File: src/rtl/rv32i_ctrl_pkg.sv
// Shared encodings for the RV32I multi-cycle controller.
// ILLEGAL_OP_TRAP_EN adds the S_TRAP state and the illegal_op flag.
package rv32i_ctrl_pkg;

  localparam logic [6:0] OP_R      = 7'd51;
  localparam logic [6:0] OP_I      = 7'd19;
  localparam logic [6:0] OP_LOAD   = 7'd3;
  localparam logic [6:0] OP_STORE  = 7'd35;
  localparam logic [6:0] OP_BRANCH = 7'd99;
  localparam logic [6:0] OP_JAL    = 7'd111;
  localparam logic [6:0] OP_JALR   = 7'd103;
  localparam logic [6:0] OP_LUI    = 7'd55;
  localparam logic [6:0] OP_AUIPC  = 7'd23;

  localparam logic [2:0] IMM_I = 3'b000;
  localparam logic [2:0] IMM_S = 3'b001;
  localparam logic [2:0] IMM_B = 3'b010;
  localparam logic [2:0] IMM_J = 3'b011;
  localparam logic [2:0] IMM_U = 3'b100;

  localparam logic [1:0] SRCA_PC    = 2'b00;
  localparam logic [1:0] SRCA_OLDPC = 2'b01;
  localparam logic [1:0] SRCA_RS1   = 2'b10;

  localparam logic [1:0] SRCB_RS2  = 2'b00;
  localparam logic [1:0] SRCB_IMM  = 2'b01;
  localparam logic [1:0] SRCB_FOUR = 2'b10;

  localparam logic [1:0] ALU_ADD = 2'b00;
  localparam logic [1:0] ALU_BR  = 2'b01;
  localparam logic [1:0] ALU_FN  = 2'b10;

  localparam logic [1:0] RES_ALUOUT = 2'b00;
  localparam logic [1:0] RES_RDATA  = 2'b01;
  localparam logic [1:0] RES_ALURES = 2'b10;
  localparam logic [1:0] RES_IMM    = 2'b11;

  // One spare bit so the trap state fits and stray codes exist to recover from
  localparam int SW = 5;

  typedef enum logic [SW-1:0] {
    S_RESET    = 5'd0,
    S_FETCH    = 5'd1,
    S_DECODE   = 5'd2,
    S_MEMADR   = 5'd3,
    S_MEMREAD  = 5'd4,
    S_MEMWB    = 5'd5,
    S_MEMWRITE = 5'd6,
    S_EXEC_R   = 5'd7,
    S_EXEC_I   = 5'd8,
    S_ALUWB    = 5'd9,
    S_BRANCH   = 5'd10,
    S_JAL      = 5'd11,
    S_JALR     = 5'd12,
    S_JALR_WB  = 5'd13,
    S_LUI      = 5'd14,
`ifdef ILLEGAL_OP_TRAP_EN
    S_AUIPC    = 5'd15,
    S_TRAP     = 5'd16
`else
    S_AUIPC    = 5'd15
`endif
  } state_e;

  typedef struct packed {
    logic       pc_write;
    logic       adr_src;
    logic       mem_req;
    logic       mem_write;
    logic       ir_write;
    logic       reg_write;
    logic [2:0] imm_src;
    logic [1:0] alu_src_a;
    logic [1:0] alu_src_b;
    logic [1:0] alu_op;
    logic [1:0] result_src;
    logic       ld_st_op;
`ifdef ILLEGAL_OP_TRAP_EN
    logic       illegal_op;
`endif
  } ctrl_t;

endpackage

File: src/rtl/rv32i_multicycle_ctrl_if.sv
// Controller <-> datapath control bundle.
// ILLEGAL_OP_TRAP_EN adds illegal_op.
interface rv32i_multicycle_ctrl_if;
  logic [6:0] op_code;
  logic       br_taken;
  logic       mem_ready;
  logic       pc_write;
  logic       adr_src;
  logic       mem_req;
  logic       mem_write;
  logic       ir_write;
  logic       reg_write;
  logic [2:0] imm_src;
  logic [1:0] alu_src_a;
  logic [1:0] alu_src_b;
  logic [1:0] alu_op;
  logic [1:0] result_src;
  logic       ld_st_op;
  logic [3:0] state_o;
`ifdef ILLEGAL_OP_TRAP_EN
  logic       illegal_op;
`endif

  modport master (
    input  op_code, br_taken, mem_ready,
`ifdef ILLEGAL_OP_TRAP_EN
    output illegal_op,
`endif
    output pc_write, adr_src, mem_req, mem_write,
    output ir_write, reg_write, imm_src,
    output alu_src_a, alu_src_b, alu_op,
    output result_src, ld_st_op, state_o
  );

  modport slave (
    output op_code, br_taken, mem_ready,
`ifdef ILLEGAL_OP_TRAP_EN
    input  illegal_op,
`endif
    input  pc_write, adr_src, mem_req, mem_write,
    input  ir_write, reg_write, imm_src,
    input  alu_src_a, alu_src_b, alu_op,
    input  result_src, ld_st_op, state_o
  );
endinterface

File: src/rtl/rv32i_ctrl_outdec.sv
// State to control-word decoder for the multi-cycle controller.
// ILLEGAL_OP_TRAP_EN adds the S_TRAP word.
module rv32i_ctrl_outdec
  import rv32i_ctrl_pkg::*;
(
  input  state_e     state_i,
  input  logic [6:0] op_code_i,
  input  logic       br_taken_i,
  input  logic       mem_ready_i,
  output ctrl_t      cw_o
);

  always_comb begin
    cw_o = '0;
    unique case (state_i)
      S_RESET: ;
      S_FETCH: begin
        cw_o.mem_req    = 1'b1;
        cw_o.ir_write   = mem_ready_i;
        cw_o.pc_write   = mem_ready_i;
        cw_o.alu_src_a  = SRCA_PC;
        cw_o.alu_src_b  = SRCB_FOUR;
        cw_o.alu_op     = ALU_ADD;
        cw_o.result_src = RES_ALURES;
      end
      S_DECODE: begin
        cw_o.alu_src_a = SRCA_OLDPC;
        cw_o.alu_src_b = SRCB_IMM;
        cw_o.imm_src   = (op_code_i == OP_JAL) ? IMM_J : IMM_B;
      end
      S_MEMADR: begin
        cw_o.alu_src_a = SRCA_RS1;
        cw_o.alu_src_b = SRCB_IMM;
        cw_o.imm_src   = (op_code_i == OP_STORE) ? IMM_S : IMM_I;
        cw_o.ld_st_op  = 1'b1;
      end
      S_MEMREAD: begin
        cw_o.mem_req  = 1'b1;
        cw_o.adr_src  = 1'b1;
        cw_o.ld_st_op = 1'b1;
      end
      S_MEMWB: begin
        cw_o.result_src = RES_RDATA;
        cw_o.reg_write  = 1'b1;
        cw_o.ld_st_op   = 1'b1;
      end
      S_MEMWRITE: begin
        cw_o.mem_req   = 1'b1;
        cw_o.adr_src   = 1'b1;
        cw_o.ld_st_op  = 1'b1;
        cw_o.mem_write = mem_ready_i;
      end
      S_EXEC_R: begin
        cw_o.alu_src_a = SRCA_RS1;
        cw_o.alu_src_b = SRCB_RS2;
        cw_o.alu_op    = ALU_FN;
      end
      S_EXEC_I: begin
        cw_o.alu_src_a = SRCA_RS1;
        cw_o.alu_src_b = SRCB_IMM;
        cw_o.imm_src   = IMM_I;
        cw_o.alu_op    = ALU_FN;
      end
      S_ALUWB: begin
        cw_o.result_src = RES_ALUOUT;
        cw_o.reg_write  = 1'b1;
      end
      S_BRANCH: begin
        cw_o.alu_src_a  = SRCA_RS1;
        cw_o.alu_src_b  = SRCB_RS2;
        cw_o.alu_op     = ALU_BR;
        cw_o.result_src = RES_ALUOUT;
        cw_o.pc_write   = br_taken_i;
      end
      S_JAL: begin
        cw_o.alu_src_a  = SRCA_OLDPC;
        cw_o.alu_src_b  = SRCB_FOUR;
        cw_o.result_src = RES_ALUOUT;
        cw_o.pc_write   = 1'b1;
      end
      S_JALR: begin
        cw_o.alu_src_a  = SRCA_RS1;
        cw_o.alu_src_b  = SRCB_IMM;
        cw_o.imm_src    = IMM_I;
        cw_o.result_src = RES_ALURES;
        cw_o.pc_write   = 1'b1;
      end
      S_JALR_WB: begin
        cw_o.alu_src_a  = SRCA_OLDPC;
        cw_o.alu_src_b  = SRCB_FOUR;
        cw_o.result_src = RES_ALURES;
        cw_o.reg_write  = 1'b1;
      end
      S_LUI: begin
        cw_o.imm_src    = IMM_U;
        cw_o.result_src = RES_IMM;
        cw_o.reg_write  = 1'b1;
      end
      S_AUIPC: begin
        cw_o.alu_src_a = SRCA_OLDPC;
        cw_o.alu_src_b = SRCB_IMM;
        cw_o.imm_src   = IMM_U;
      end
`ifdef ILLEGAL_OP_TRAP_EN
      S_TRAP: cw_o.illegal_op = 1'b1;
`endif
      default: cw_o = '0;
    endcase
  end

endmodule

File: src/rtl/rv32i_multicycle_ctrl.sv
// Multi-cycle RV32I control FSM: state register, reset hold, next state.
// ILLEGAL_OP_TRAP_EN traps unknown opcodes in S_TRAP until reset.
module rv32i_multicycle_ctrl
  import rv32i_ctrl_pkg::*;
#(
  parameter int RESET_PC_HOLD = 1
) (
  input  logic                     clk,
  input  logic                     rst_n,
  rv32i_multicycle_ctrl_if.master  bus
);

  localparam logic [3:0] HOLD_LAST = 4'(RESET_PC_HOLD - 1);

  state_e     state_q, state_d, dec_next;
  logic [3:0] hold_q, hold_d;
  ctrl_t      cw;
  logic [6:0] op;

  assign op = bus.op_code;

  always_ff @(posedge clk or negedge rst_n) begin
    if (!rst_n) begin
      state_q <= S_RESET;
      hold_q  <= '0;
    end else begin
      state_q <= state_d;
      hold_q  <= hold_d;
    end
  end

  always_comb begin
    dec_next = S_FETCH;
    unique case (1'b1)
      (op == OP_LOAD) || (op == OP_STORE): dec_next = S_MEMADR;
      op == OP_R:      dec_next = S_EXEC_R;
      op == OP_I:      dec_next = S_EXEC_I;
      op == OP_BRANCH: dec_next = S_BRANCH;
      op == OP_JAL:    dec_next = S_JAL;
      op == OP_JALR:   dec_next = S_JALR;
      op == OP_LUI:    dec_next = S_LUI;
      op == OP_AUIPC:  dec_next = S_AUIPC;
`ifdef ILLEGAL_OP_TRAP_EN
      default:         dec_next = S_TRAP;
`else
      default:         dec_next = S_FETCH;
`endif
    endcase
  end

  always_comb begin
    state_d = state_q;
    hold_d  = '0;
    unique case (state_q)
      S_RESET: begin
        if (hold_q == HOLD_LAST) state_d = S_FETCH;
        else hold_d = hold_q + 4'd1;
      end
      S_FETCH:    if (bus.mem_ready) state_d = S_DECODE;
      S_DECODE:   state_d = dec_next;
      S_MEMADR: begin
        if (op == OP_LOAD)       state_d = S_MEMREAD;
        else if (op == OP_STORE) state_d = S_MEMWRITE;
        else                     state_d = S_FETCH;
      end
      S_MEMREAD:  if (bus.mem_ready) state_d = S_MEMWB;
      S_MEMWRITE: if (bus.mem_ready) state_d = S_FETCH;
      S_EXEC_R, S_EXEC_I, S_JAL, S_AUIPC:
        state_d = S_ALUWB;
      S_JALR:     state_d = S_JALR_WB;
      S_MEMWB, S_ALUWB, S_BRANCH, S_JALR_WB, S_LUI:
        state_d = S_FETCH;
`ifdef ILLEGAL_OP_TRAP_EN
      S_TRAP:     state_d = S_TRAP;
`endif
      default:    state_d = S_FETCH;
    endcase
  end

  rv32i_ctrl_outdec u_outdec (
    .state_i     (state_q),
    .op_code_i   (bus.op_code),
    .br_taken_i  (bus.br_taken),
    .mem_ready_i (bus.mem_ready),
    .cw_o        (cw)
  );

  assign bus.pc_write   = cw.pc_write;
  assign bus.adr_src    = cw.adr_src;
  assign bus.mem_req    = cw.mem_req;
  assign bus.mem_write  = cw.mem_write;
  assign bus.ir_write   = cw.ir_write;
  assign bus.reg_write  = cw.reg_write;
  assign bus.imm_src    = cw.imm_src;
  assign bus.alu_src_a  = cw.alu_src_a;
  assign bus.alu_src_b  = cw.alu_src_b;
  assign bus.alu_op     = cw.alu_op;
  assign bus.result_src = cw.result_src;
  assign bus.ld_st_op   = cw.ld_st_op;
  assign bus.state_o    = state_q[3:0];
`ifdef ILLEGAL_OP_TRAP_EN
  assign bus.illegal_op = cw.illegal_op;
`endif

endmodule

File: src/flat_wrapper.sv
// flat-port wrapper written by rule: the top's interface ports become plain ports
module rv32i_multicycle_ctrl_flat import rv32i_ctrl_pkg::*;
#(
  parameter int RESET_PC_HOLD = 1
)
  (clk, rst_n, bus_op_code, bus_br_taken, bus_mem_ready, bus_pc_write, bus_adr_src, bus_mem_req, bus_mem_write, bus_ir_write, bus_reg_write, bus_imm_src, bus_alu_src_a, bus_alu_src_b, bus_alu_op, bus_result_src, bus_ld_st_op, bus_state_o);
  rv32i_multicycle_ctrl_if bus_i ();
  input  logic clk;
  input  logic rst_n;
  input wire logic [$bits(bus_i.op_code)-1:0] bus_op_code;
  input wire logic [$bits(bus_i.br_taken)-1:0] bus_br_taken;
  input wire logic [$bits(bus_i.mem_ready)-1:0] bus_mem_ready;
  output wire logic [$bits(bus_i.pc_write)-1:0] bus_pc_write;
  output wire logic [$bits(bus_i.adr_src)-1:0] bus_adr_src;
  output wire logic [$bits(bus_i.mem_req)-1:0] bus_mem_req;
  output wire logic [$bits(bus_i.mem_write)-1:0] bus_mem_write;
  output wire logic [$bits(bus_i.ir_write)-1:0] bus_ir_write;
  output wire logic [$bits(bus_i.reg_write)-1:0] bus_reg_write;
  output wire logic [$bits(bus_i.imm_src)-1:0] bus_imm_src;
  output wire logic [$bits(bus_i.alu_src_a)-1:0] bus_alu_src_a;
  output wire logic [$bits(bus_i.alu_src_b)-1:0] bus_alu_src_b;
  output wire logic [$bits(bus_i.alu_op)-1:0] bus_alu_op;
  output wire logic [$bits(bus_i.result_src)-1:0] bus_result_src;
  output wire logic [$bits(bus_i.ld_st_op)-1:0] bus_ld_st_op;
  output wire logic [$bits(bus_i.state_o)-1:0] bus_state_o;
  assign bus_i.op_code = bus_op_code;
  assign bus_i.br_taken = bus_br_taken;
  assign bus_i.mem_ready = bus_mem_ready;
  assign bus_pc_write = bus_i.pc_write;
  assign bus_adr_src = bus_i.adr_src;
  assign bus_mem_req = bus_i.mem_req;
  assign bus_mem_write = bus_i.mem_write;
  assign bus_ir_write = bus_i.ir_write;
  assign bus_reg_write = bus_i.reg_write;
  assign bus_imm_src = bus_i.imm_src;
  assign bus_alu_src_a = bus_i.alu_src_a;
  assign bus_alu_src_b = bus_i.alu_src_b;
  assign bus_alu_op = bus_i.alu_op;
  assign bus_result_src = bus_i.result_src;
  assign bus_ld_st_op = bus_i.ld_st_op;
  assign bus_state_o = bus_i.state_o;
  rv32i_multicycle_ctrl #(.RESET_PC_HOLD(RESET_PC_HOLD)) u_core (.clk(clk), .rst_n(rst_n), .bus(bus_i));
endmodule
File: config.mk
export PLATFORM = sky130hd
export DESIGN_NAME = rv32i_multicycle_ctrl_flat
export DESIGN_NICKNAME = d
export VERILOG_FILES = /design/src/rtl/rv32i_ctrl_pkg.sv /design/src/rtl/rv32i_multicycle_ctrl_if.sv /design/src/rtl/rv32i_ctrl_outdec.sv /design/src/rtl/rv32i_multicycle_ctrl.sv /design/src/flat_wrapper.sv
export SDC_FILE = /design/constraint.sdc
export NUM_CORES = 1
export LEC_CHECK = 0
export CORE_MARGIN = 2
export CORE_UTILIZATION = 40
export CTS_CLUSTER_DIAMETER = 80
export DETAILED_ROUTE_END_ITERATION = 16
export PLACE_DENSITY = 0.75
export SLEW_MARGIN = 10
export SYNTH_ARGS = -nofsm -noshare
export SYNTH_HDL_FRONTEND = slang
export SYNTH_SLANG_ARGS = --single-unit
File: constraint.sdc
create_clock -name clk -period 1.4 [get_ports clk]
set_clock_uncertainty 0.1 [all_clocks]
set_input_delay 0.14 -clock clk [delete_from_list [all_inputs] [get_ports clk]]
set_output_delay 0.14 -clock clk [all_outputs]
set_load 0.05 [all_outputs]
==> impl_metrics.ini, run 1 <==
[floorplan]
initial_core_util_pct = 42.3
die_height_um = 52.1
top_level_ports = 33
rows = 17
die_w_um = 52.1

[synthesis]
synth_area_per_cell_um2 = 7.47
yosysTopAreaCell = dfrtp_1
ys.warnings.count = 0
synth_area_um2 = 926
syn_nets = 137
synth_area_leaders = dfrtp_1 22%, nor2_1 6.5%, o21ai_0 4.9%
synth_cells = 124
netlist.area_leader.share_pct = 21.6
synth_cell_type_count = 39
synth_seq_area_share_pct = 21.6
ys_ff_latch = 8

[run_status]
tool.error = [ERROR DPL-0038] Utilization greater than 100%, impossible to legalize
outcome = stopped before the end
haltStage = 5_1_grt

[clock_tree]
holdBufCountCts = 0
cts.sinks = 8
clk_path_buf_depth = 2
cts_buffers = 3
htree_num_levels = 1
cts_root_buf = clkbuf_4

[placement]
routabilityCongestion = 0.809
pre_cts_ws_ns = -0.416
hpwl_um = 2850
io_buffer_count = 32

[global_route]
grt_max_degree = 11

[timing]
worstEpCategory = output port
postGrtWorstEndpoint = bus_alu_src_a[0]
-- logic make-up after synthesis --
| logic type | synth area share [%] |
|---|---|
| mux | 2.16 |
| simple gates | 37.7 |
| compound gates | 24.6 |
| flops | 21.6 |
| xor+xnor | 1.89 |
| buf+inv | 9.32 |
| fa+ha+maj | 2.70 |
-- cell usage after synthesis, drive strengths merged --
cell and number:
nor2 16, nand2 12, o21ai 12, dfrtp 8, inv 6, nand2b 6, buf 5, nand3 5
nor3 5, a21oi 4, and3 4, clkbuf 4, nor2b 4, a22oi 3, nand3b 3, o22a 3
o31ai 3, ha 2, mux2i 2, nor3b 2, nor4 2, o211ai 2, a21bo 1, a22o 1
a31oi 1, a32oi 1, o21bai 1, o31a 1, o32a 1, or2b 1, or3 1, xnor2 1
xor2 1
-- through the flow --
| step | TNS [ns] | cells | hold WS, ns | instance area, um^2 | utilization, % |
|---|---|---|---|---|---|
| floorplan | -5.01 | 124 | -0.256 | 1150 | - |
| global placement | -1.76 | 216 | 0.322 | 1920 | 87.8 |
| detailed placement | -2.23 | 216 | 0.336 | 1920 | 87.8 |
| CTS | -5.93 | 232 | 0.0676 | 2140 | 97.6 |
-- timing repair --
item	4_1_cts
setup endpoints to repair	24
resized for setup	31
buffers inserted	13
pin swaps	11
endpoints found under the hold margin	0
==> inputs of run 2 (changes only) <==
Settings changed: CORE_AREA set to 2 2 63 65, CORE_MARGIN 2 to unset, CORE_UTILIZATION 40 to unset, CTS_CLUSTER_DIAMETER 80 to unset, DIE_AREA set to 0 0 65 67, PLACE_DENSITY 0.75 to unset, PLACE_DENSITY_LB_ADDON set to 0.15.
Clock period 1.4 ns to 1.8 ns, I/O delays scaled along.
==> run 2 against run 1 <==
The flow now finishes, with violations (negative setup slack). Synthesized cell count unchanged. Area after synthesis unchanged.
==> impl_metrics.ini, run 2 <==
[layout]
layout_common_cells = 27 x buf_4, 21 x buf_12, 10 x nor2_1
layout.cells.non_filler = 227
fin_nets = 194
largestRegisters = u_core.hold_q: 4 flops, u_core.state_q: 4 flops
final_common_cell = buf_4
drive_gt1_share_pct = 52.0
syn_to_final_growth_pct = 100
antenna_cells = 0
post-route-util_pct = 51.4

[clock_tree]
clk_path_buf_depth = 2
cts_tree = done
cts.sinks = 8
cts_root_buf = clkbuf_8
clk_latency_ns = 0.22
htree_num_levels = 1
cts_buffers = 3
clk_pin_slew_ns = 0.04

[global_route]
grt_pass1_vias = 1037
grt_overflow = 0
grt_max_degree = 17
grt_pass1_wl_um = 4760
grt_use_total_pct = 13.8
antenna_found_initial = 0

[synthesis]
async_reset_ff_share_pct = 100
synthAdderAreaFrac_pct = 2.70
synth_cells = 124
ys_ff_latch = 8
synthTopCellsByCount = 16 x nor2_1, 11 x nand2_1, 9 x o21ai_0, 8 x dfrtp_1, 6 x inv_1
synth_simple_gate_area_share_pct = 37.7
yosysTopAreaCell = dfrtp_1
synth_cell_type_count = 39
synth-xor-area-share_pct = 1.89
synth_area_leaders = dfrtp_1 22%, nor2_1 6.5%, o21ai_0 4.9%
synth_area_per_cell_um2 = 7.47
synth_area_um2 = 926
synth_top_family_by_area = simple AND/OR/NAND/NOR gates
syn_nets = 137
synth-compound-area-share_pct = 24.6
synth_edf_count = 0
ys.flop_type = dfrtp_1
ys.warnings.count = 0
netlist.area_leader.share_pct = 21.6
synth_seq_area_share_pct = 21.6
yosys-mux-area-fraction_pct = 2.16
yosysMostFrequentCell = nor2_1

[critical_path]
critPathKind = flop to output port
crit_path_end_kind = output port
start_kind = flop
cp_data_required_time_ns = 1.52
crit_fanout = 16
cp.arrival_ns = 1.54

[timing]
report.final.hold_viol_count = 0
finalMaxSlewViolations = 0
worstMarginPinSlew_ns = 0.362
fin_ws_ns = -0.0226
finalCritPeriodShare_pct = 101
setup_viol = 1
whs_ns = 0.142
period_needed_ns = 1.82
relSlewSlack_pct = 75.8
rsz0062_at_grt = yes
fmax_mhz = 549

[floorplan]
top_level_ports = 33
die_w_um = 65
rows = 22
fp.dieArea_um2 = 4360
die_height_um = 67
core_um2 = 3610
initial_core_util_pct = 25.7

[min_path]
min_path_type = input port to async pin

[placement]
io_buffer_count = 32
dp_cells = 207
routabilityCongestion = 0.767
pre_cts_ws_ns = -0.0717
hpwl_um = 2290

[drt]
vias = 1120
routed_wl_um = 3050
drt-pass1-iter-count = 4
avgRoutedWirePerCell_um = 13.4
drcViolationCount = 0
via_per_inst = 4.93
drtIter0Drc = 30
ant_nets = 0

[pwr]
power.leakage_uw = 0.000768
pwr_density_cell_nw_per_um2 = 687
power_uw = 1270
ir_drop_uv = 242

[job]
drv_cap = 0

[run_status]
outcome = finished with violations
violations = negative setup slack
-- run 2: cell counts after synthesis --
Identical to the previous run, type by type.
-- run 2: worst paths after layout --
kind                       cells after the start              start                 to  slack (ns)
max                                            4  u_core.state_q[1]       bus_pc_write       -0.02
min                                            1              rst_n  u_core.state_q[1]        0.14
max reg2reg                                    4  u_core.state_q[2]  u_core.state_q[0]        0.16
min reg2reg                                    1   u_core.hold_q[0]   u_core.hold_q[0]        0.41
max in group asynchronous                      1              rst_n  u_core.state_q[1]        1.17
min in group clk                               3     bus_op_code[3]  u_core.state_q[2]        0.35
-- run 2: cells by family after synthesis --
| family | Yosys count |
|---|---|
| simple gates | 61 |
| compound gates | 34 |
| mux | 2 |
| xor+xnor | 2 |
| fa+ha+maj | 2 |
| flops | 8 |
| buf+inv | 15 |
-- run 2: cell type report --
type,count,area (um^2)
well taps,48,60.1
inverters,6,25.0
fillers,342,1750
multi-input cells,101,771
flip-flops and latches,8,208
repair buffers,61,749
clock buffers,3,41.3
-- run 2: worst max-delay path, stage by stage (launching register included) --
cell and delay [ns]:
dfrtp_4 0.56, nand3b_1 0.22, o22a_1 0.22, o21ai_2 0.16, buf_12 0.16
-- run 2: through the flow --
| stage | area, um^2 | TNS, ns |
|---|---|---|
| 2_1_floorplan | 1050 | -0.436 |
| 3_3_place_gp | 1650 | -0.130 |
| 3_5_place_dp | 1650 | -0.139 |
| 4_1_cts | 1750 | -0.0245 |
| 5_1_grt | 1850 | -0.211 |
| 6_report | 1850 | -0.0226 |
-- run 2: what timing repair did --
| action | CTS | global route |
|---|---|---|
| hold buffers | 0 | 0 |
| gates cloned | 0 | 0 |
| gates resized for setup | 9 | 11 |
| pin swaps | 3 | 3 |
| setup endpoints to repair | 9 | 10 |
| buffers inserted | 8 | 9 |
-- run 2: power breakdown --
group          total [uW]  internal [uW]  switching, uW
clock network         203            144           58.9
registers             228            194           34.1
logic                 842            388            455
total                1270            726            548
-- run 2: layer usage --
layer / part of all wire, % / wire (um) / GRT usage, % / vias to the layer above
li1: - / - / - / 563
met1: 42 / 1270 / 16.6 / 525
met2: 53 / 1630 / 26.2 / 28
met3: 4.0 / 121 / 0.845 / 4
met4: 1.1 / 34 / 4.26 / 0
met5: 0 / 0 / 0 / -
Note: power is estimated with default switching activity, not from simulation.
